==> src/rtl/binary_search_ctrl.sv <==
// Successive-approximation search for the FIR input code whose settled output best meets a target.
// Optional BSC_SAMPLE_AVG_EN: each comparison averages two consecutive fir_out samples.
module binary_search_ctrl #(
  parameter int unsigned DATA_W     = 8,
  parameter int unsigned OUT_W      = 20,
  parameter int unsigned SETTLE_CYC = 16
) (
  input  logic              CLK_Filter,
  input  logic              rst,
  input  logic              start,
  input  logic              abort,
  input  logic [OUT_W-1:0]  target,
  input  logic [OUT_W-1:0]  fir_out,
  output logic [DATA_W-1:0] fir_in,
  output logic [DATA_W-1:0] code,
  output logic              busy,
  output logic              done
);

  localparam int unsigned      IDX_W       = (DATA_W > 1) ? $clog2(DATA_W) : 1;
  localparam logic [7:0]       SETTLE_LOAD = 8'(SETTLE_CYC - 1);
  localparam logic [IDX_W-1:0] IDX_TOP     = IDX_W'(DATA_W - 1);
  localparam logic [IDX_W-1:0] IDX_ONE     = IDX_W'(1);
  localparam logic [DATA_W-1:0] TRIAL_INIT = DATA_W'(1) << (DATA_W - 1);

`ifdef BSC_SAMPLE_AVG_EN
  typedef enum logic [2:0] {StIdle, StSet, StSettle, StCompare, StAverage, StDone} state_e;
`else
  typedef enum logic [2:0] {StIdle, StSet, StSettle, StCompare, StDone} state_e;
`endif

  state_e            r_state, w_state_nxt;
  logic [OUT_W-1:0]  r_target, w_target_nxt;
  logic [DATA_W-1:0] r_trial, w_trial_nxt;
  logic [IDX_W-1:0]  r_idx, w_idx_nxt;
  logic [7:0]        r_cnt, w_cnt_nxt;
  logic [DATA_W-1:0] r_fir_in, w_fir_in_nxt;
  logic [DATA_W-1:0] r_code, w_code_nxt;
  logic              r_busy, w_busy_nxt;
  logic              r_done, w_done_nxt;
  logic              w_resolve;
  logic              w_above;
  logic [IDX_W-1:0]  w_idx_dec;

  assign w_idx_dec = r_idx - IDX_ONE;

`ifdef BSC_SAMPLE_AVG_EN
  logic [OUT_W-1:0] r_sample, w_sample_nxt;
  logic [OUT_W:0]   w_sum;

  // One extra bit keeps the carry so the halved sum never wraps.
  assign w_sum   = {1'b0, r_sample} + {1'b0, fir_out};
  assign w_above = w_sum[OUT_W:1] > r_target;
`else
  assign w_above = fir_out > r_target;
`endif

  always_comb begin
    w_state_nxt  = r_state;
    w_target_nxt = r_target;
    w_trial_nxt  = r_trial;
    w_idx_nxt    = r_idx;
    w_cnt_nxt    = r_cnt;
    w_fir_in_nxt = r_fir_in;
    w_code_nxt   = r_code;
    w_done_nxt   = 1'b0;
    w_resolve    = 1'b0;
`ifdef BSC_SAMPLE_AVG_EN
    w_sample_nxt = r_sample;
`endif

    if ((r_state != StIdle) && abort) begin
      w_state_nxt  = StIdle;
      w_fir_in_nxt = '0;
    end else begin
      unique case (r_state)
        StIdle: begin
          if (start && !abort) begin
            w_target_nxt = target;
            w_trial_nxt  = TRIAL_INIT;
            w_idx_nxt    = IDX_TOP;
            w_state_nxt  = StSet;
          end
        end
        StSet: begin
          w_cnt_nxt   = SETTLE_LOAD;
          w_state_nxt = StSettle;
        end
        StSettle: begin
          if (r_cnt == '0) begin
            w_state_nxt = StCompare;
          end else begin
            w_cnt_nxt = r_cnt - 8'd1;
          end
        end
`ifdef BSC_SAMPLE_AVG_EN
        StCompare: begin
          w_sample_nxt = fir_out;
          w_state_nxt  = StAverage;
        end
        StAverage: w_resolve = 1'b1;
`else
        StCompare: w_resolve = 1'b1;
`endif
        StDone: begin
          w_code_nxt  = r_trial;
          w_done_nxt  = 1'b1;
          w_state_nxt = StIdle;
        end
        default: w_state_nxt = StIdle;
      endcase

      if (w_resolve) begin
        if (w_above) begin
          w_trial_nxt[r_idx] = 1'b0;
        end
        if (r_idx != '0) begin
          w_trial_nxt[w_idx_dec] = 1'b1;
          w_idx_nxt              = w_idx_dec;
          w_state_nxt            = StSet;
        end else begin
          w_state_nxt = StDone;
        end
      end

      // fir_in follows each new trial, and holds the final code from DONE onwards.
      if ((w_state_nxt == StSet) || (w_state_nxt == StDone)) begin
        w_fir_in_nxt = w_trial_nxt;
      end
    end

    w_busy_nxt = (w_state_nxt != StIdle);
  end

  always_ff @(posedge CLK_Filter or posedge rst) begin
    if (rst) begin
      r_state  <= StIdle;
      r_target <= '0;
      r_trial  <= '0;
      r_idx    <= '0;
      r_cnt    <= '0;
      r_fir_in <= '0;
      r_code   <= '0;
      r_busy   <= 1'b0;
      r_done   <= 1'b0;
`ifdef BSC_SAMPLE_AVG_EN
      r_sample <= '0;
`endif
    end else begin
      r_state  <= w_state_nxt;
      r_target <= w_target_nxt;
      r_trial  <= w_trial_nxt;
      r_idx    <= w_idx_nxt;
      r_cnt    <= w_cnt_nxt;
      r_fir_in <= w_fir_in_nxt;
      r_code   <= w_code_nxt;
      r_busy   <= w_busy_nxt;
      r_done   <= w_done_nxt;
`ifdef BSC_SAMPLE_AVG_EN
      r_sample <= w_sample_nxt;
`endif
    end
  end

  assign fir_in = r_fir_in;
  assign code   = r_code;
  assign busy   = r_busy;
  assign done   = r_done;

endmodule
==> config.mk <==
export PLATFORM = sky130hd
export DESIGN_NAME = binary_search_ctrl
export DESIGN_NICKNAME = d
export VERILOG_FILES = /design/src/rtl/binary_search_ctrl.sv
export SDC_FILE = /design/constraint.sdc
export NUM_CORES = 1
export LEC_CHECK = 0
export ABC_AREA = 1
export BUFFER_PORTS_ARGS = -buffer_cell sky130_fd_sc_hd__buf_2
export CAP_MARGIN = 10
export CORE_MARGIN = 3
export CORE_UTILIZATION = 46
export DETAILED_ROUTE_END_ITERATION = 8
export HOLD_SLACK_MARGIN = 0.12
export PLACE_DENSITY = 0.64
export SLEW_MARGIN = 30
export SYNTH_ARGS = -nofsm -noshare
export SYNTH_HDL_FRONTEND = slang
export SYNTH_SLANG_ARGS = --single-unit
==> constraint.sdc <==
create_clock -name CLK_Filter -period 2 [get_ports CLK_Filter]
set_input_delay 0.2 -clock CLK_Filter [delete_from_list [all_inputs] [get_ports CLK_Filter]]
set_output_delay 0.2 -clock CLK_Filter [all_outputs]
set_load 0.01 [all_outputs]
==> results.yml <==
status:
  run_status: "complete, no violations"
die:
  die_h_um: 91.5
  ioPinCount: 62
  rows: 30
  start_util_pct: 48.5
  die_w_um: 91.5
  core_mm2: 0.00694
  dieArea_mm2: 0.00838
cts:
  clk_pin_slew_ns: 0.07
  cts_tree: "done"
  clock_path_buffers: 2
  cts-root-buf: "clkbuf_8"
  cts_max_level: 3
  clk_latency_ns: 0.33
  numCtsBuffers: 9
  cts_sinks: 60
global_routing:
  grt_pass1_wl_um: 13500
  grt_overflow: 0
  antenna_found_initial: 0
  grt_max_degree: 61
  grt.total_usage_pct: 19.7
  grt_pass1_vias: 2935
finish:
  syn2layout_area_growth_pct: 25.8
  n_fill_cell: 617
  nets: 592
  utilization_pct: 60.9
  final_common_cell: "nand2_1"
  design_area_mm2: 0.00423
  layout_common_cells: "nand2_1, buf_2, dfrtp_1"
  insertedDiodeCount: 0
  drive_above_1_share_pct: 20.8
yosys:
  postSynthCellCount: 431
  synth-seq-cells: 60
  syn_avg_cell_area_um2: 7.81
  yosysSeqAreaShare_pct: 44.6
  synth_area_mm2: 0.00336
  synthDistinctLibCells: 35
  syn_nets: 498
  yosysWarnings: 0
setup_path:
  end_kind: "register"
  slowest_stage: "dfrtp_1"
  cp_common_cell: "nand2_1"
  start_kind: "register"
  ff2ff_setup_slack_ns: 0.11
  cp.required_ns: 2.27
  cpPeakStageDelay_ns: 0.48
  path_cells: "inv_1 -> ha_1 -> or2_2 -> nand2_1 -> inv_1 -> nor2_1 -> a21oi_1 -> nand2_1 -> nand3_1 -> nand2_1"
  cp_max_fo: 7
  worstPathArrival_ns: 2.15
  critical_path_class: "register to register"
sta:
  max_freq_ghz: 0.530
  hold_violations: 0
  timing.final.ws_setup_ns: 0.113
  period_share_pct: 94.3
  setup_viol: 0
  layout_min_cycle_time_ns: 1.89
  drv_slew: 0
  whs_ns: 0.145
  slew_headroom_pct: 73.8
  tightest_slew_ns: 0.393
  finClkSkew_ns: 0.00676
min_path:
  hold_path_class: "input port to register"
placed_design:
  preCtsSetupSlack_ns: -0.0136
  routabilityCongestion: 0.936
  port_buffers: 61
  dpl-instance-area_mm2: 0.00380
  dpl.hpwl_um: 5490
power:
  power_density_mw_per_mm2: 1090
  p_leak_uw: 0.00219
  vdd_drop_max_mv: 0.450
detailed_routing:
  drc_errors: 0
  wirelength_um: 7760
  antenna_left: 0
  vias: 3017
  first_iter_violations: 146
  vias_per_cell: 4.83
  wl_per_cell_um: 12.4
  first_pass_iters: 4
job:
  drv_cap: 0
logic make-up after synthesis:
kind of cell    count (synthesis)  synth area share (%)
compound gates                 65                  10.3
buf+inv                        73                  9.15
fa+ha+maj                      23                  8.55
simple gates                  207                  26.6
flops                          60                  44.6
xor+xnor                        3                 0.781
critical path, delay by kind of cell, from the launching register on:
kind            cells  cell delay (ns)
fa+ha+maj           1             0.21
simple gates        6             0.80
flops               1             0.48
compound gates      1             0.10
buf+inv             2             0.25
repair_timing:
| action | in CTS | in global routing |
|---|---|---|
| hold buffers | 21 | 0 |
| pin swaps | 0 | 3 |
| gates resized for setup | 2 | 9 |
| hold endpoints to repair | 80 | 0 |
| endpoints found under the setup margin | 12 | 19 |
| buffers inserted | 0 | 1 |
power breakdown:
group	leakage, µW	internal (µW)	switching, µW
sequential	0.000743	1570	145
combinational	0.00136	717	1230
clock	0.0000893	508	458
total	0.00219	2800	1830
path summary, 6_finish.rpt:
path / end / from / depth (start not counted)
max: fir_in[3] / r_idx[1] / 10
min: done / abort / 2
max reg2reg: fir_in[3] / r_idx[1] / 10
min reg2reg: fir_in[6] / fir_in[6] / 2
max in group asynchronous: r_idx[0] / rst / 4
min in group asynchronous: r_cnt[1] / rst / 4
Yosys cell counts:
cell type,instances,share of area (%)
nor2_4,1,0.33
nand3_4,1,0.52
clkbuf_2,1,0.15
nand3b_1,1,0.22
buf_8,1,0.45
inv_2,4,0.45
a21o_1,1,0.22
o21ai_0,38,5.7
xor2_1,3,0.78
nand4_1,2,0.37
nor2_1,44,4.9
o211ai_1,1,0.22
inv_1,58,6.5
clkinv_1,1,0.11
nand2_4,2,0.67
or2_2,1,0.19
nand2_1,114,13
a21oi_1,16,2.4
clkbuf_1,1,0.11
inv_4,3,0.56
ha_1,23,8.6
o22ai_1,2,0.37
o21ai_1,3,0.45
o21ai_2,2,0.52
buf_2,3,0.45
clkbuf_8,1,0.41
nand3_2,1,0.30
dfrtp_1,60,45
nor2_2,1,0.19
nor3_1,11,1.6
nand2_2,1,0.19
o31ai_1,2,0.45
or2_0,1,0.19
nand3_1,25,3.7
nor3_4,1,0.48
area by class of cell:
cell class,count,area (µm²),area share (%)
multi-input cells,298,1600,37.7
flip-flops and latches,60,1500,35.5
repair buffers,90,588,13.9
inverters,66,255,6.03
clock buffers,13,159,3.76
well taps,96,120,2.84
clock inverters,2,10.0,0.237
flip-flops by register name (all words and copies together), names as in the netlist:
name and cells:
r_target 20, r_idx 3, busy 1, r_trial 8, fir_in 8, r_cnt 8, done 1, code 8
r_state 3
metal layers:
metal | track usage, % | routed length [µm] | vias to the layer above
li1 | - | - | 1558
met1 | 27.1 | 3610 | 1373
met2 | 31.2 | 3670 | 79
met3 | 4.23 | 404 | 7
met4 | 5.40 | 82 | 0
met5 | 0 | 0 | -
per-stage QoR:
step / TNS (ns) / power [µW] / cells
detailed placement: -0.0136 / 3590 / 588
global route: -0.113 / 5080 / 625
floorplan: 0 / 3100 / 431
global placement: 0 / 3550 / 588
finish: 0 / 4630 / 625
CTS: 0 / 4630 / 624
(Power assumes the default switching activity.)
